--- config.mk ---
export PLATFORM = sky130hd
export DESIGN_NAME = sprite_line_scanner
export DESIGN_NICKNAME = d
export VERILOG_FILES = /design/src/rtl/sprite_scan_pkg.sv /design/src/rtl/sprite_chunk_emitter.sv /design/src/rtl/sprite_line_scanner.sv
export SDC_FILE = /design/constraint.sdc
export NUM_CORES = 1
export LEC_CHECK = 0
export BUFFER_PORTS_ARGS = -buffer_cell sky130_fd_sc_hd__buf_2
export CAP_MARGIN = 15
export CORE_UTILIZATION = 45
export DETAILED_ROUTE_END_ITERATION = 16
export PLACE_DENSITY = 0.68
export SYNTH_ARGS = -nofsm -noshare
export SYNTH_HDL_FRONTEND = slang
export SYNTH_HIERARCHICAL = 1
export SYNTH_SLANG_ARGS = --single-unit
export TNS_END_PERCENT = 20
--- constraint.sdc ---
create_clock -name clk_24M -period 4.01 [get_ports clk_24M]
set_clock_uncertainty 0.05 [all_clocks]
set_input_delay 0.401 -clock clk_24M [delete_from_list [all_inputs] [get_ports clk_24M]]
set_output_delay 0.401 -clock clk_24M [all_outputs]
set_load 0.01 [all_outputs]
--- src/rtl/sprite_scan_pkg.sv ---
// Shared attribute field offsets, scanner state codes, the
// sprite load bundle and ROM address packing. No ports.
package sprite_scan_pkg;

   localparam int Y_LSB    = 0;
   localparam int X_LSB    = 9;
   localparam int COL_LSB  = 18;
   localparam int HF_BIT   = 26;
   localparam int VF_BIT   = 27;
   localparam int SZ_BIT   = 28;
   localparam int EN_BIT   = 29;
   localparam int CODE_LSB = 30;

   localparam logic [2:0] S_IDLE  = 3'd0;
   localparam logic [2:0] S_FETCH = 3'd1;
   localparam logic [2:0] S_CHECK = 3'd2;
   localparam logic [2:0] S_EMIT  = 3'd3;
   localparam logic [2:0] S_DONE  = 3'd4;

   typedef struct packed {
      logic [8:0]  x;
      logic [7:0]  color;
      logic        hflip;
      logic        size;
      logic [13:0] code;
      logic [4:0]  row;
   } spr_load_t;

   function automatic logic [20:0] rom_addr(
      input logic [13:0] code,
      input logic [4:0]  row,
      input logic [1:0]  ch
   );
      return {code, row, ch};
   endfunction

endpackage

--- src/rtl/sprite_chunk_emitter.sv ---
// Tick divider plus per-sprite chunk sequencer driving LACH/CARY/HEND,
// OC/HP/OHF and ROM_A/ROM_REQ. In: clk_24M, nRES, start, clr, ld.
// Out: chunk_fire/chunk_end/spr_end status and the emit outputs.
module sprite_chunk_emitter
   import sprite_scan_pkg::*;
#(
   parameter int CHUNK_TICKS = 4
) (
   input  logic        clk_24M,
   input  logic        nRES,
   input  logic        start,
   input  logic        clr,
   input  spr_load_t   ld,
   output logic        chunk_fire,
   output logic        chunk_end,
   output logic        spr_end,
   output logic        LACH,
   output logic        CARY,
   output logic        HEND,
   output logic [7:0]  OC,
   output logic [8:0]  HP,
   output logic        OHF,
   output logic [20:0] ROM_A,
   output logic        ROM_REQ
);

   localparam int TW =
      (CHUNK_TICKS > 1) ? $clog2(CHUNK_TICKS) : 1;
   localparam logic [TW-1:0] T_LAST = TW'(CHUNK_TICKS - 1);

   logic          tick_q;
   logic          active;
   spr_load_t     cur;
   logic [1:0]    c;
   logic [1:0]    c_last;
   logic [1:0]    romchunk;
   logic [TW-1:0] tcnt;

   assign c_last     = cur.size ? 2'd3 : 2'd1;
   assign romchunk   = cur.hflip ? c_last - c : c;
   assign chunk_fire = active & tick_q & (tcnt == '0);
   assign chunk_end  = active & tick_q & (tcnt == T_LAST);
   assign spr_end    = chunk_end & (c == c_last);

   always_ff @(posedge clk_24M or negedge nRES) begin
      if (!nRES) begin
         tick_q  <= 1'b0;
         active  <= 1'b0;
         cur     <= '0;
         c       <= '0;
         tcnt    <= '0;
         LACH    <= 1'b0;
         CARY    <= 1'b0;
         HEND    <= 1'b0;
         OC      <= '0;
         HP      <= '0;
         OHF     <= 1'b0;
         ROM_A   <= '0;
         ROM_REQ <= 1'b0;
      end else begin
         tick_q <= ~tick_q;
         if (clr) begin
            active  <= 1'b0;
            LACH    <= 1'b0;
            CARY    <= 1'b0;
            HEND    <= 1'b0;
            ROM_REQ <= 1'b0;
         end else begin
            if (tick_q) begin
               // pulses live exactly one tick
               LACH    <= 1'b0;
               CARY    <= 1'b0;
               HEND    <= 1'b0;
               ROM_REQ <= 1'b0;
               if (chunk_fire) begin
                  CARY    <= 1'b1;
                  ROM_REQ <= 1'b1;
                  LACH    <= (c == 2'd0);
                  HEND    <= (c == c_last);
                  HP      <= cur.x + {4'd0, c, 3'd0};
                  ROM_A   <= rom_addr(cur.code, cur.row,
                                      romchunk);
                  if (c == 2'd0) begin
                     OC  <= cur.color;
                     OHF <= cur.hflip;
                  end
               end
               if (active) begin
                  if (chunk_end) begin
                     tcnt <= '0;
                     c    <= c + 2'd1;
                     if (spr_end)
                        active <= 1'b0;
                  end else begin
                     tcnt <= tcnt + TW'(1);
                  end
               end
            end
            if (start) begin
               cur    <= ld;
               active <= 1'b1;
               c      <= '0;
               tcnt   <= '0;
            end
         end
      end
   end

endmodule

--- src/rtl/sprite_line_scanner.sv ---
// Per-line sprite attribute scan: fetch, hit test, chunk emission.
// In: clk_24M, nRES, LINE_START, LINE, ATTR_D. Out: ATTR_A, emit bus, BUSY, OVF.
module sprite_line_scanner
   import sprite_scan_pkg::*;
#(
   parameter int N_SPR       = 128,
   parameter int MAX_CHUNKS  = 128,
   parameter int CHUNK_TICKS = 4
) (
   input  logic                     clk_24M,
   input  logic                     nRES,
   input  logic                     LINE_START,
   input  logic [8:0]               LINE,
   output logic [$clog2(N_SPR)-1:0] ATTR_A,
   input  logic [47:0]              ATTR_D,
   output logic                     LACH,
   output logic                     CARY,
   output logic                     HEND,
   output logic [7:0]               OC,
   output logic [8:0]               HP,
   output logic                     OHF,
   output logic [20:0]              ROM_A,
   output logic                     ROM_REQ,
   output logic                     BUSY,
   output logic                     OVF
);

   localparam int IW = $clog2(N_SPR);
   localparam int CW = $clog2(MAX_CHUNKS) + 1;
   localparam logic [IW-1:0] LAST_IDX = IW'(N_SPR - 1);
   localparam logic [CW-1:0] MAX_CNT  = CW'(MAX_CHUNKS);

   logic [2:0]    state;
   logic [IW-1:0] idx;
   logic [8:0]    line_q;
   logic [CW-1:0] cnt;
   logic [8:0]    dy;
   logic          big;
   logic          hit;
   logic [4:0]    hm1;
   logic [4:0]    row_raw;
   spr_load_t     ld;
   logic          start;
   logic          clr;
   logic          chunk_fire;
   logic          chunk_end;
   logic          spr_end;
   logic          ovf_hit;
   logic          unused_bits;

   assign ATTR_A      = idx;
   assign unused_bits = ^ATTR_D[47:44];

   always_comb begin
      // 9-bit subtraction gives the wrapped distance below Y
      dy       = line_q - ATTR_D[Y_LSB +: 9];
      big      = ATTR_D[SZ_BIT];
      hit      = ATTR_D[EN_BIT] &
                 (dy < (big ? 9'd32 : 9'd16));
      hm1      = big ? 5'd31 : 5'd15;
      row_raw  = ATTR_D[VF_BIT] ? hm1 - dy[4:0] : dy[4:0];
      ld.x     = ATTR_D[X_LSB +: 9];
      ld.color = ATTR_D[COL_LSB +: 8];
      ld.hflip = ATTR_D[HF_BIT];
      ld.size  = big;
      ld.code  = ATTR_D[CODE_LSB +: 14];
      ld.row   = {row_raw[4] & big, row_raw[3:0]};
   end

   assign start   = (state == S_CHECK) & hit & ~LINE_START;
   assign ovf_hit = chunk_end & (cnt == MAX_CNT);
   assign clr     = LINE_START | ((state == S_EMIT) & ovf_hit);

   always_ff @(posedge clk_24M or negedge nRES) begin
      if (!nRES) begin
         state  <= S_IDLE;
         idx    <= '0;
         line_q <= '0;
         cnt    <= '0;
         BUSY   <= 1'b0;
         OVF    <= 1'b0;
      end else if (LINE_START) begin
         state  <= S_FETCH;
         idx    <= '0;
         line_q <= LINE;
         cnt    <= '0;
         BUSY   <= 1'b1;
         OVF    <= 1'b0;
      end else begin
         unique case (state)
            S_FETCH: state <= S_CHECK;
            S_CHECK: begin
               if (hit) begin
                  state <= S_EMIT;
               end else if (idx == LAST_IDX) begin
                  state <= S_DONE;
                  BUSY  <= 1'b0;
               end else begin
                  idx   <= idx + IW'(1);
                  state <= S_FETCH;
               end
            end
            S_EMIT: begin
               if (chunk_fire)
                  cnt <= cnt + CW'(1);
               if (ovf_hit) begin
                  OVF   <= 1'b1;
                  BUSY  <= 1'b0;
                  state <= S_DONE;
               end else if (spr_end) begin
                  if (idx == LAST_IDX) begin
                     state <= S_DONE;
                     BUSY  <= 1'b0;
                  end else begin
                     idx   <= idx + IW'(1);
                     state <= S_FETCH;
                  end
               end
            end
            default: ;
         endcase
      end
   end

   sprite_chunk_emitter #(
      .CHUNK_TICKS (CHUNK_TICKS)
   ) u_emit (
      .clk_24M    (clk_24M),
      .nRES       (nRES),
      .start      (start),
      .clr        (clr),
      .ld         (ld),
      .chunk_fire (chunk_fire),
      .chunk_end  (chunk_end),
      .spr_end    (spr_end),
      .LACH       (LACH),
      .CARY       (CARY),
      .HEND       (HEND),
      .OC         (OC),
      .HP         (HP),
      .OHF        (OHF),
      .ROM_A      (ROM_A),
      .ROM_REQ    (ROM_REQ)
   );

endmodule
# Word level (Yosys, flattened, before mapping)
# Index checks and enable logic that the tools add are counted.
# W data, S select, Z words.
[totals] input_bits=60 out_inout_bits=52 wordCells=131 regBits=115
[op_classes] n_eq_ne=11 n_reduce_logical=22 mux=52 n_lt_le_gt_ge=1 addsub=8 bitwise_logic=14
[ops] cell="$mux W7" count=5
[ops] cell="$mux W8" count=3
[ops] cell="$mux W1" count=23
[ops] cell="$mux W2" count=10
[ops] cell="$mux W3" count=5
[ops] cell="$pmux W7 S2" count=1
[ops] cell="$reduce_bool A2 Y1" count=7
[ops] cell="$reduce_and A4 Y1" count=3
[ops] cell="$and A1 B1 Y1" count=10
[ops] cell="$mux W5" count=2
[ops] cell="$add A9 B5 Y9" count=1
[ops] cell="$lt A9 B6 Y1" count=1
[ops] cell="$ne A3 B3 Y1 const B" count=3
[ops] cell="$pmux W3 S3" count=1
[ops] cell="$reduce_and A3 Y1" count=3
[ops] cell="$sub A9 B9 Y9" count=1
[ops] cell="$add A8 B1 Y8 const B" count=1
[ops] cell="$eq A8 B8 Y1 const B" count=1
[ops] cell="$reduce_and A2 Y1" count=4
[ops] cell="$add A7 B1 Y7 const B" count=1
[ops] cell="$eq A7 B7 Y1 const B" count=1
[ops] cell="$eq A3 B2 Y1 const B" count=2
[ops] cell="$mux W6" count=1
[ops] cell="$reduce_bool A3 Y1" count=2
[ops] cell="12 further kinds" count=16

# Longest topological paths before layout
[depth] word_depth=9 depth_mapped=17 ltp_nobuf=16

# Hierarchy
# Netlist, hierarchy kept.
[by_module_without_submodules] module="sprite_chunk_emitter" cells_each=290 area_each_um2=3482.1 instances=1 seq_area_each_um2=2152.1
[by_module_without_submodules] module="sprite_line_scanner" cells_each=208 area_each_um2=1998.2 instances=1 seq_area_each_um2=725.7

# Worst setup path before layout
# OpenSTA, ideal clock, no wires.
[synth_path] path_kind="input to register" start="input ATTR_D[0]" end="register u_emit/cur[10] (netlist bit)" t_arrival_ps=3302 setup_ps=125 required_time_ps=3835 slack_ps=533 stages=15 path_buffers=1 cell_sequence="ha_1 -> fa_1 -> nand2b_1 -> nand2b_1 -> a21oi_1 -> xor2_1 -> ha_1 -> nand2b_1 -> nand3b_1 -> or3_1 -> nor3_1 -> inv_1 -> nor2_1 -> buf_4 -> mux2_2"
[synth_via] elab_chain_len=6
[synth_lines] element="from (decl)" line_no="sprite_line_scanner.sv:15" rtl="input logic [47:0] ATTR_D,"
[synth_lines] element="$sub A9 B9 Y9" line_no="sprite_line_scanner.sv:56" rtl="dy = line_q - ATTR_D[Y_LSB +: 9];"
[synth_lines] element="$lt A9 B6 Y1" line_no="sprite_line_scanner.sv:59" rtl="(dy < (big ? 9'd32 : 9'd16));"
[synth_lines] element="$and A1 B1 Y1" line_no="sprite_line_scanner.sv:58" rtl="hit = ATTR_D[EN_BIT] &"
[synth_lines] element="$and A1 B1 Y1 (2 in a row)" line_no="sprite_line_scanner.sv:70" rtl="assign start = (state == S_CHECK) & hit & ~LINE_START;"
[synth_lines] element="named net start" line_no="sprite_line_scanner.sv:43" rtl="logic start;"
[synth_lines] element="$reduce_and A2 Y1 (no line)"
[synth_lines] element="to (signal assigned)" line_no="sprite_chunk_emitter.sv:100" rtl="cur <= ld;"
[synth_lines] element="to (decl)" line_no="sprite_chunk_emitter.sv:33" rtl="spr_load_t cur;"
# The timed path passes the listed nets, and every way through them passes these cells.
# A chain may end at the register's enable or synchronous reset.

# Worst setup path after layout
[layout_path] start="register line_q[0]" end="register u_emit/cur[16] (netlist bit)"
[layout_via] elab_chain_len=6
[layout_lines] element="from (decl)" line_no="sprite_line_scanner.sv:35" rtl="logic [8:0] line_q;"
[layout_lines] element="from (signal assigned)" line_no="sprite_line_scanner.sv:78" rtl="line_q <= '0;"
[layout_lines] element="from (signal assigned)" line_no="sprite_line_scanner.sv:85" rtl="line_q <= LINE;"
[layout_lines] element="$sub A9 B9 Y9" line_no="sprite_line_scanner.sv:56"
[layout_lines] element="$lt A9 B6 Y1" line_no="sprite_line_scanner.sv:59"
[layout_lines] element="$and A1 B1 Y1" line_no="sprite_line_scanner.sv:58"
[layout_lines] element="$and A1 B1 Y1 (2 in a row)" line_no="sprite_line_scanner.sv:70"
[layout_lines] element="named net start" line_no="sprite_line_scanner.sv:43"
[layout_lines] element="$reduce_and A2 Y1 (no line)"
# The timed path passes the listed nets, and every way through them passes these cells.

==> flow_summary.toml <==
[global_route]
grt_max_degree = 82
antenna_found_initial = 0
grt_usage = 0.1945
grt_pass1_vias = 4013
grt_pass1_wl_um = 19060
grt_overflow = 0

[route]
antenna_left = 0
firstDrtPassIters = 4
drc = 0
wire_per_inst_um = 14.80
routed_wl_um = 11320
vias_per_cell = 5.176
dr.first_iter.drc_count = 205
num_vias = 3960

[power_and_ir_drop]
powerDensity_nw_per_um2 = 429.6
ir_drop_uv = 221.4
leakagePower_nw = 3.559

[clock_network]
numClockSinks = 115
cts-root-buf = "clkbuf_16"
cts_tree = "done"
holdBufCountCts = 0
clk_pin_slew_ns = 0.06
cts-htree-levels = 4
cts-resized-gates = 0
cts_setup_buffers = 0
clk_latency_ns = 0.41
clock_path_buffers = 2
cts_made_buffers = 17

[sta]
setup_viol = 0
finalSetupTns_ns = 0
worst_pin_slew_ns = 1.028
slew_headroom = 0.3146
timing.final.crit_share = 0.9294
final.min_clock_period_ns = 3.727
worst_hold_slack_ns = 0.1111
fmax_mhz = 268.3
hold_viol = 0
slew_viol_final = 0
rsz0062_at_grt = "no"

[layout]
n_antenna_cell = 0
drive_gt1_frac = 0.3344
mostFrequentLayoutCells = "115 x dfrtp_1, 106 x buf_2, 101 x nand2_1"
final_area_sq_um = 6705
final_common_cell = "dfrtp_1"
final_cells = 765
design.final.nets = 689
final_util = 0.5749
area_growth_pct = 22.35

[setup_path]
r2r-end = "u_emit/cur[16]"
crit_type = "reg2reg"
cp.required_ns = 4.26
end_kind = "register"
critPathSlowestCell = "or3_1"
rrSetupSlack_ns = 0.28
cpPeakStageDelay_ns = 0.43
crit_path_max_fanout = 40
cpMostUsedCell = "nand2b_1"
path_cells = "inv_1 > ha_1 > fa_1 > nand2b_1 > nand2b_1 > a21oi_1 > xor2_1 > ha_1 > nand2b_1 > nand3b_1 > or3_1 > nor3_1 > inv_1 > nor2_4 > buf_12 > mux2_2"
worst_r2r_path_depth = 16
cp.arrival_ns = 3.97
r2r-start = "line_q[0]"
crit_path_start_kind = "register"

[logic_synthesis]
synth_edf_count = 0
yosys.area.top_type = "dfrtp_1"
ys_seq_area_frac = 0.5251
syn_inst = 498
synth_area_leaders = "dfrtp_1 53%, mux2_2 8.2%, nand2_1 6.9%"
synth_top_area_frac = 0.5251
async_flop_share = 1.000
yosys_warnings = 6
synth_area_per_cell_sq_um = 11.00
ys_ff_latch = 115
syn_nets = 578
synth_area_sq_um = 5480
ys.flop_type = "dfrtp_1"
yosysUniqueCellTypes = 57

[hold_path]
hp-class = "in2async"

[die]
start_util = 0.4699
ioPinCount = 112
die_h_um = 112.4
die_area_sq_um = 12620
placementRows = 39
coreArea_sq_um = 11660
die_w_um = 112.4

[placed_design]
io_buffers = 107
dpl_cell_area_sq_um = 6150
gp_congestion = 0.7667
dp_hpwl_um = 7676
dp.cells = 733

[outcome]
outcome = "finished clean"

[run]
drv_cap = 0
==> worst max path at each step <==
stage | from | end | slack (ns) | cells past startpoint
floorplan | ATTR_D[0] | u_emit/cur[10] | 0.53 | 15
global placement | ATTR_D[0] | u_emit/cur[6] | 0.15 | 16
detailed placement | ATTR_D[0] | u_emit/cur[13] | 0.11 | 16
CTS | line_q[0] | u_emit/cur[13] | 0.22 | 16
global route | line_q[0] | u_emit/cur[9] | 0.03 | 16
finish | line_q[0] | u_emit/cur[16] | 0.28 | 16
==> synth_stat cells (5+ instances only) <==
master    number
inv_1         25
dfrtp_1      115
a21o_1         6
ha_1          18
a21oi_1       13
clkbuf_1       8
mux2_2        40
nand2_1      101
xnor2_1       12
or3_1          6
buf_2          6
buf_4          5
o21ai_0       22
xor2_1        10
nor2_1        25
nand2b_1       8
mux2_4        11
==> metrics by stage <==
step	power [mW]	setup WS [ns]
after floorplan	1.408	0.5331
after global placement	1.487	0.1500
after detailed placement	1.497	0.1074
after CTS	2.916	0.2214
after global routing	3.006	0.02628
final	2.880	0.2829
==> flip-flops by register name, summed over array words and instances (netlist names), 2 cells and up <==
register / count
ATTR_A: 7
cnt: 8
line_q: 9
state: 3
u_emit/HP: 9
u_emit/OC: 8
u_emit/ROM_A: 21
u_emit/c: 2
u_emit/cur: 38
u_emit/tcnt: 2
==> routing by layer <==
metal  global-route usage  vias to the layer above  share of wire
met4               0.1031                        0          0.025
li1                     -                     1923              -
met1               0.2350                     1930           0.45
met5                    0                        -              0
met2               0.3213                       85           0.49
met3              0.04968                       22          0.033
==> worst max-delay path: cells and delay by family, from the launching register on <==
family          cells  cell delay [ns]
mux                 1             0.38
simple gates        7             1.34
fa+ha+maj           3             0.77
xor+xnor            1             0.20
compound gates      1             0.07
flops               1             0.32
buf+inv             3             0.47
==> area by class of cell <==
class | count | area (sq um)
multi-input cells | 336 | 2400
inverters | 26 | 97.59
repair buffers | 113 | 595.6
fillers | 1006 | 4957
flip-flops and latches | 115 | 2878
clock inverters | 12 | 108.9
clock buffers | 20 | 446.7
well taps | 143 | 178.9
==> power by group <==
| part | total (mW) | switching (mW) | internal, mW | leakage (nW) |
|---|---|---|---|---|
| clock | 1.40 | 0.538 | 0.866 | 0.258 |
| combinational | 0.250 | 0.131 | 0.119 | 1.75 |
| sequential | 1.23 | 0.0276 | 1.20 | 1.55 |
| total | 2.88 | 0.697 | 2.18 | 3.56 |
==> kinds of logic after synthesis <==
logic type | after synthesis | share of synthesized area
multiplexers | 56 | 0.1224
adder cells (fa/ha/maj) | 20 | 0.04840
XOR/XNOR | 22 | 0.03516
buffers and inverters | 47 | 0.03836
AND/OR/NAND/NOR | 172 | 0.1491
flip-flops | 115 | 0.5251
AO/OA/AOI/OAI | 66 | 0.08151
Note: power is estimated with default switching activity, not from simulation.
